## config.mk

```make
export PLATFORM = sky130hd
export DESIGN_NAME = mandelbrot_result_arb
export DESIGN_NICKNAME = d
export VERILOG_FILES = /design/src/rtl/mandelbrot_pkg.sv /design/src/rtl/mandelbrot_result_arb_sync_fifo.sv /design/src/rtl/mandelbrot_result_arb.sv
export SDC_FILE = /design/constraint.sdc
export NUM_CORES = 1
export LEC_CHECK = 0
export CORE_MARGIN = 5
export CORE_UTILIZATION = 60
export DETAILED_ROUTE_END_ITERATION = 7
export PLACE_DENSITY = 0.87
export RECOVER_POWER = 100
export SLEW_MARGIN = 30
export SYNTH_ARGS = -nofsm -noshare
export SYNTH_HDL_FRONTEND = slang
export SYNTH_SLANG_ARGS = --single-unit
export TNS_END_PERCENT = 100
```

## constraint.sdc

```tcl
create_clock -name clk -period 7.7 [get_ports clk]
set_input_delay 0.77 -clock clk [delete_from_list [all_inputs] [get_ports clk]]
set_output_delay 0.77 -clock clk [all_outputs]
set_load 0.005 [all_outputs]
```

## src/rtl/mandelbrot_pkg.sv

```systemverilog
// Shared types and helpers for the Mandelbrot result collector.
package mandelbrot_pkg;

  typedef enum logic [1:0] {
    IDLE  = 2'd0,
    RUN   = 2'd1,
    DRAIN = 2'd2,
    DONE  = 2'd3
  } arb_state_t;

  // Bits needed to hold the values 0..n inclusive.
  function automatic int cw(input int n);
    return $clog2(n + 1);
  endfunction

endpackage

```

## src/rtl/mandelbrot_result_arb_sync_fifo.sv

```systemverilog
// Synchronous FIFO buffering merged results ahead of the output stream.
// clr flushes the contents and wins over a same-cycle write or read.
module sync_fifo #(
  parameter int DW = 27,
  parameter int FD = 8
) (
  input  logic          clk,
  input  logic          clk_en,
  input  logic          rst,
  input  logic          clr,
  input  logic          wr_en,
  input  logic [DW-1:0] in,
  input  logic          rd_en,
  output logic [DW-1:0] out,
  output logic          empty,
  output logic          full
);

  localparam int PTRW = (FD > 1) ? $clog2(FD) : 1;
  localparam int LVLW = $clog2(FD + 1);

  logic [DW-1:0]   mem_q [FD];
  logic [PTRW-1:0] wr_ptr_q, wr_ptr_d;
  logic [PTRW-1:0] rd_ptr_q, rd_ptr_d;
  logic [LVLW-1:0] level_q, level_d;
  logic            push;
  logic            pop;

  assign empty = (level_q == '0);
  assign full  = (level_q == LVLW'(FD));
  assign out   = mem_q[rd_ptr_q];

  // Pointer and level update; FD is a power of two so pointers wrap naturally.
  always_comb begin
    wr_ptr_d = wr_ptr_q;
    rd_ptr_d = rd_ptr_q;
    level_d  = level_q;
    push     = 1'b0;
    pop      = 1'b0;
    if (clk_en) begin
      if (clr) begin
        wr_ptr_d = '0;
        rd_ptr_d = '0;
        level_d  = '0;
      end else begin
        push = wr_en & ~full;
        pop  = rd_en & ~empty;
        if (push) wr_ptr_d = wr_ptr_q + PTRW'(1);
        if (pop)  rd_ptr_d = rd_ptr_q + PTRW'(1);
        if (push && !pop)      level_d = level_q + LVLW'(1);
        else if (pop && !push) level_d = level_q - LVLW'(1);
      end
    end
  end

  // Storage array; no reset needed since contents are only read when non-empty.
  always_ff @(posedge clk) begin
    if (push) mem_q[wr_ptr_q] <= in;
  end

  // Pointer and level registers.
  always_ff @(posedge clk) begin
    if (rst) begin
      wr_ptr_q <= '0;
      rd_ptr_q <= '0;
      level_q  <= '0;
    end else begin
      wr_ptr_q <= wr_ptr_d;
      rd_ptr_q <= rd_ptr_d;
      level_q  <= level_d;
    end
  end

endmodule

```

## src/rtl/mandelbrot_result_arb.sv

```systemverilog
// Round-robin collector merging NCH engine result streams into one buffered
// {adr,niter} stream, counting results per frame and flagging frame completion.
// Optional per-channel accept counters: define MAN_ARB_STATS_EN.
//
//  state | meaning
//  IDLE  | after reset, waiting for the first init edge
//  RUN   | accepting results until NPIXELS have been taken
//  DRAIN | all results accepted, emptying the buffer downstream
//  DONE  | NPIXELS results delivered, waiting for the next init edge
module mandelbrot_result_arb
  import mandelbrot_pkg::*;
#(
  parameter int NCH     = 4,
  parameter int AW      = 19,
  parameter int DW      = 8,
  parameter int NPIXELS = 480000,
  parameter int FD      = 8,
  localparam int CW     = cw(NPIXELS)
) (
  input  logic            clk,
  input  logic            rst,
  input  logic            clk_en,
  input  logic            init,
  output logic            busy,
  output logic            done,
  input  logic [NCH-1:0]  in_vld,
  output logic [NCH-1:0]  in_rdy,
  input  logic [NCH*DW-1:0] in_dat,
  input  logic [NCH*AW-1:0] in_adr,
  output logic            out_vld,
  input  logic            out_rdy,
  output logic [DW-1:0]   out_dat,
  output logic [AW-1:0]   out_adr
`ifdef MAN_ARB_STATS_EN
  ,
  output logic [NCH*CW-1:0] stat_cnt
`endif
);

  localparam int PW = (NCH > 1) ? $clog2(NCH) : 1;

  arb_state_t      state_q, state_d;
  logic [PW-1:0]   rr_q, rr_d;
  logic [CW-1:0]   acc_cnt_q, acc_cnt_d;
  logic [CW-1:0]   out_cnt_q, out_cnt_d;
  logic            init_q, init_d;

  logic            start;
  logic            grant_vld;
  logic [PW-1:0]   grant_idx;
  logic [PW:0]     scan_sum;
  logic [PW-1:0]   scan_sel;
  logic            accept;
  logic            pop;
  logic [AW+DW-1:0] push_data;
  logic [AW+DW-1:0] fifo_out;
  logic            fifo_empty;
  logic            fifo_full;

  assign start = clk_en & init & ~init_q;

  // Round-robin search: first valid channel at or after the pointer.
  always_comb begin
    grant_vld = 1'b0;
    grant_idx = '0;
    scan_sum  = '0;
    scan_sel  = '0;
    for (int k = 0; k < NCH; k++) begin
      scan_sum = {1'b0, rr_q} + (PW+1)'(k);
      if (scan_sum >= (PW+1)'(NCH)) scan_sum = scan_sum - (PW+1)'(NCH);
      scan_sel = PW'(scan_sum);
      if (!grant_vld && in_vld[scan_sel]) begin
        grant_vld = 1'b1;
        grant_idx = scan_sel;
      end
    end
  end

  // Handshakes. A start cycle flushes the buffer, so nothing is accepted then
  // to avoid dropping a result the engine believes was taken.
  always_comb begin
    accept = clk_en & (state_q == RUN) & ~fifo_full & ~start & grant_vld
           & (acc_cnt_q < CW'(NPIXELS));
    in_rdy = '0;
    if (accept) in_rdy[grant_idx] = 1'b1;
    push_data = '0;
    for (int i = 0; i < NCH; i++) begin
      if (grant_idx == PW'(i)) push_data = {in_adr[i*AW +: AW], in_dat[i*DW +: DW]};
    end
  end

  assign out_vld = clk_en & ~fifo_empty;
  assign pop     = out_vld & out_rdy;
  assign out_dat = fifo_empty ? '0 : fifo_out[DW-1:0];
  assign out_adr = fifo_empty ? '0 : fifo_out[AW+DW-1:DW];
  assign busy    = (state_q == RUN) || (state_q == DRAIN);
  assign done    = (state_q == DONE);

  sync_fifo #(
    .DW (AW + DW),
    .FD (FD)
  ) u_fifo (
    .clk    (clk),
    .clk_en (clk_en),
    .rst    (rst),
    .clr    (start),
    .wr_en  (accept),
    .in     (push_data),
    .rd_en  (pop),
    .out    (fifo_out),
    .empty  (fifo_empty),
    .full   (fifo_full)
  );

  // Next-state logic: frame FSM, pointer and frame counters. DONE is entered
  // from the post-pop count so done rises the cycle after the last pop.
  always_comb begin
    state_d   = state_q;
    rr_d      = rr_q;
    acc_cnt_d = acc_cnt_q;
    out_cnt_d = out_cnt_q;
    init_d    = init_q;
    if (clk_en) begin
      init_d = init;
      if (start) begin
        state_d   = RUN;
        rr_d      = '0;
        acc_cnt_d = '0;
        out_cnt_d = '0;
      end else begin
        if (accept) begin
          acc_cnt_d = acc_cnt_q + CW'(1);
          rr_d      = (grant_idx == PW'(NCH - 1)) ? '0 : grant_idx + PW'(1);
        end
        if (pop) out_cnt_d = out_cnt_q + CW'(1);
        case (state_q)
          RUN: begin
            if (out_cnt_d == CW'(NPIXELS))      state_d = DONE;
            else if (acc_cnt_d == CW'(NPIXELS)) state_d = DRAIN;
          end
          DRAIN: begin
            if (out_cnt_d == CW'(NPIXELS)) state_d = DONE;
          end
          default: state_d = state_q;
        endcase
      end
    end
  end

  // State, pointer and counter registers.
  always_ff @(posedge clk) begin
    if (rst) begin
      state_q   <= IDLE;
      rr_q      <= '0;
      acc_cnt_q <= '0;
      out_cnt_q <= '0;
      init_q    <= 1'b0;
    end else begin
      state_q   <= state_d;
      rr_q      <= rr_d;
      acc_cnt_q <= acc_cnt_d;
      out_cnt_q <= out_cnt_d;
      init_q    <= init_d;
    end
  end

`ifdef MAN_ARB_STATS_EN
  logic [CW-1:0] stat_q [NCH];
  logic [CW-1:0] stat_d [NCH];

  // Per-channel accept counters, saturating at NPIXELS.
  always_comb begin
    for (int i = 0; i < NCH; i++) begin
      stat_d[i] = stat_q[i];
      if (clk_en) begin
        if (start) begin
          stat_d[i] = '0;
        end else if (accept && grant_idx == PW'(i) && stat_q[i] < CW'(NPIXELS)) begin
          stat_d[i] = stat_q[i] + CW'(1);
        end
      end
    end
  end

  // Counter registers.
  always_ff @(posedge clk) begin
    for (int i = 0; i < NCH; i++) begin
      if (rst) stat_q[i] <= '0;
      else     stat_q[i] <= stat_d[i];
    end
  end

  // Flatten counters onto the output bus.
  always_comb begin
    stat_cnt = '0;
    for (int i = 0; i < NCH; i++) stat_cnt[i*CW +: CW] = stat_q[i];
  end
`endif

endmodule

```

==> results.cfg <==
[logic_synthesis]
ys_warn_count = 0
postSynthAreaPerCell_um2 = 12.8
post-synth-top-area-cell = edfxtp_1
yosys_most_used_dff = edfxtp_1
synth_area_leaders = edfxtp_1 52%, mux4_2 9.7%, dfxtp_1 8.9%
syn_area_um2 = 12500
syn_nets = 1109
synth_top_area_share_pct = 51.7
yosysUniqueCellTypes = 68
ys_ff_latch = 272
synth_edf_count = 216
async_flop_share_pct = 0
ys_seq_area_share_pct = 60.7
syn_inst = 978

[cells_and_area]
syn2layout_area_growth_pct = 19.6
antenna_cells = 0
multi_input_area_um2 = 4530
nFillCells = 1271
final_net_count = 1238
seqCellArea_um2 = 7620
drive_gt1_share_pct = 10.1

[setup_path]
path_class = input port to primary output
critical_path.startpoint_type = input port
cp.required_ps = 6930
end_kind = primary output
cp_max_fo = 27
critPathArrivalTime_ps = 4860

[clock_tree]
postCtsSetupRepairBufs = 0
clk_latency_ps = 540
cts.sinks = 272
cts.path.max_buffers = 3
h-tree-depth = 1
path_clk_slew_ps = 70
cts_buffers = 26
cts_root_buf = clkbuf_16
cts_resized = 0
cts_tree = built
cts-hold-fix-buffers = 0

[hold_path]
hp-class = register to register

[placed_design]
dp_slack_ps = 3570
place_hpwl_mm = 19.4
portBuffers = 150
place_congestion = 0.870

[sta]
max_slew_margin_pct = -120
tightest_slew_ps = 3290
fin_ws_ps = 2070
finalSetupViolations = 0
finalCritPeriodShare_pct = 73.1
period_needed_ps = 5630
rsz0062_at_grt = false
clock-skew-final_ps = 20.2
timing.fmax_ghz = 0.178
finalHoldViolCount = 0
tns_ps = 0
drv_slew = 201

[route]
vias = 8997
routed_via_density = 6.45
drc = 0
drtAntennaViolNets = 0
dr.pass1.iters = 6
drtIter0Drc = 1097
wirelength_mm = 31.8
wire_per_inst_um = 22.8

[die]
core.rowCount = 52
die_h_um = 155
dieArea_um2 = 23900
core_um2 = 20400
start_util_pct = 61.4
die_w_um = 155
io_pins = 151

[grt]
antenna_found_initial = 0
grt_pass1_wl_mm = 48.6
grt.total_usage_pct = 25.8
grt_pass1_vias = 8822
grt_max_degree = 56
overflow = 0

[power_and_ir_drop]
vdd_drop_max_mv = 0.208
leakage_nw = 4.86
power_density_nw_per_um2 = 209

[status]
status = finished with violations
violations = max-capacitance violations, max-slew violations

[job]
maxCapViolations = 8
==> Yosys cell counts (8+ instances only) <==
master and number:
mux4_2 54, a211oi_1 12, nor2_1 126, nor4_1 9, nand3_1 18, o21ai_0 41
ha_1 13, a311oi_1 8, a21oi_1 55, nor3_1 19, edfxtp_1 216, and2_1 9
dfxtp_1 56, nand2_1 70, clkbuf_1 44, a22oi_1 31, nand4_1 14, a31oi_1 12
inv_1 21, mux2i_1 33, buf_1 18
==> layout by cell type, fill, tap and decap left out, drive strengths merged, types with 12 or more instances in the layout <==
cell / instances
dfxtp: 56
mux4: 54
o21ai: 43
clkdlybuf4s50: 117
a31oi: 12
nor2: 126
a22oi: 31
ha: 13
a21oi: 55
clkbuf: 47
edfxtp: 216
a211oi: 13
nand4: 14
nor3: 19
mux2i: 33
dlygate4sd3: 33
inv: 22
nand2: 70
nand3: 19
==> cell type report <==
| class | instances | area share, % |
|---|---|---|
| clock buffer | 30 | 4.44 |
| tap | 270 | 2.25 |
| multi-input combinational | 612 | 30.2 |
| clock inverter | 15 | 0.926 |
| sequential | 272 | 50.8 |
| timing repair buffer | 173 | 10.9 |
| inverter | 22 | 0.550 |
==> sequential cells by signal, indices dropped and copies added, names as in the netlist, named ones only <==
register,cells
rr_q,2
init_q,1
u_fifo.level_q,4
u_fifo.rd_ptr_q,3
state_q,2
acc_cnt_q,19
u_fifo.mem_q,216
u_fifo.wr_ptr_q,3
out_cnt_q,19
==> critical path, stage by stage <==
cell,delay (ps)
dlygate4sd3_1,520
clkbuf_1,910
nand3_1,470
a211oi_1,420
clkbuf_1,890
and2_0,320
clkdlybuf4s50_1,560
==> cells by family (layout without fill, tap and decap cells) <==
group | Yosys count | count (layout) | synth area share [%]
adders and majority gates | 14 | 14 | 1.46
DFF | 272 | 272 | 60.7
buffers and inverters | 94 | 240 | 3.05
xor gates and xnor gates | 14 | 14 | 0.978
muxes | 89 | 89 | 12.5
and+or+nand+nor | 303 | 303 | 11.4
AOI/OAI and AO/OA | 192 | 192 | 9.96
==> path summary, 6_finish.rpt <==
check,start,end,slack (ps),cells past startpoint
worst max-delay path,clk_en,in_rdy[1],2070,7
worst min-delay path,state_q[1],state_q[1],520,2
worst max register to register,rr_q[1],u_fifo.mem_q[2][6],2750,13
worst min register to register,state_q[1],state_q[1],520,2
==> power breakdown <==
group / total (mW) / leakage (nW) / internal [mW] / switching [mW]
registers: 1.64 / 2.42 / 1.63 / 0.00697
clock network: 1.22 / 0.389 / 0.686 / 0.532
logic: 0.278 / 2.05 / 0.116 / 0.163
==> through the flow <==
stage / area, um2 / std cells / power, mW / util [%] / hold slack, ps
2_1_floorplan: 12500 / 978 / 1.81 / - / 454
3_3_place_gp: 14300 / 1348 / 1.94 / 70.1 / 462
3_5_place_dp: 14300 / 1349 / 1.95 / 70.2 / 474
4_1_cts: 15200 / 1394 / 3.15 / 74.2 / 512
5_1_grt: 15000 / 1394 / 3.24 / 73.4 / 539
6_report: 15000 / 1394 / 3.14 / 73.4 / 516
==> layer usage <==
metal | wire length (um) | vias to the layer above | GRT usage, %
met5 | 0 | - | 0
met1 | 12000 | 4414 | 34.1
met4 | 761 | 0 | 6.94
li1 | - | 3996 | -
met3 | 2630 | 65 | 3.49
met2 | 16500 | 522 | 45.5
No activity file was read; power rests on OpenSTA's default activity.
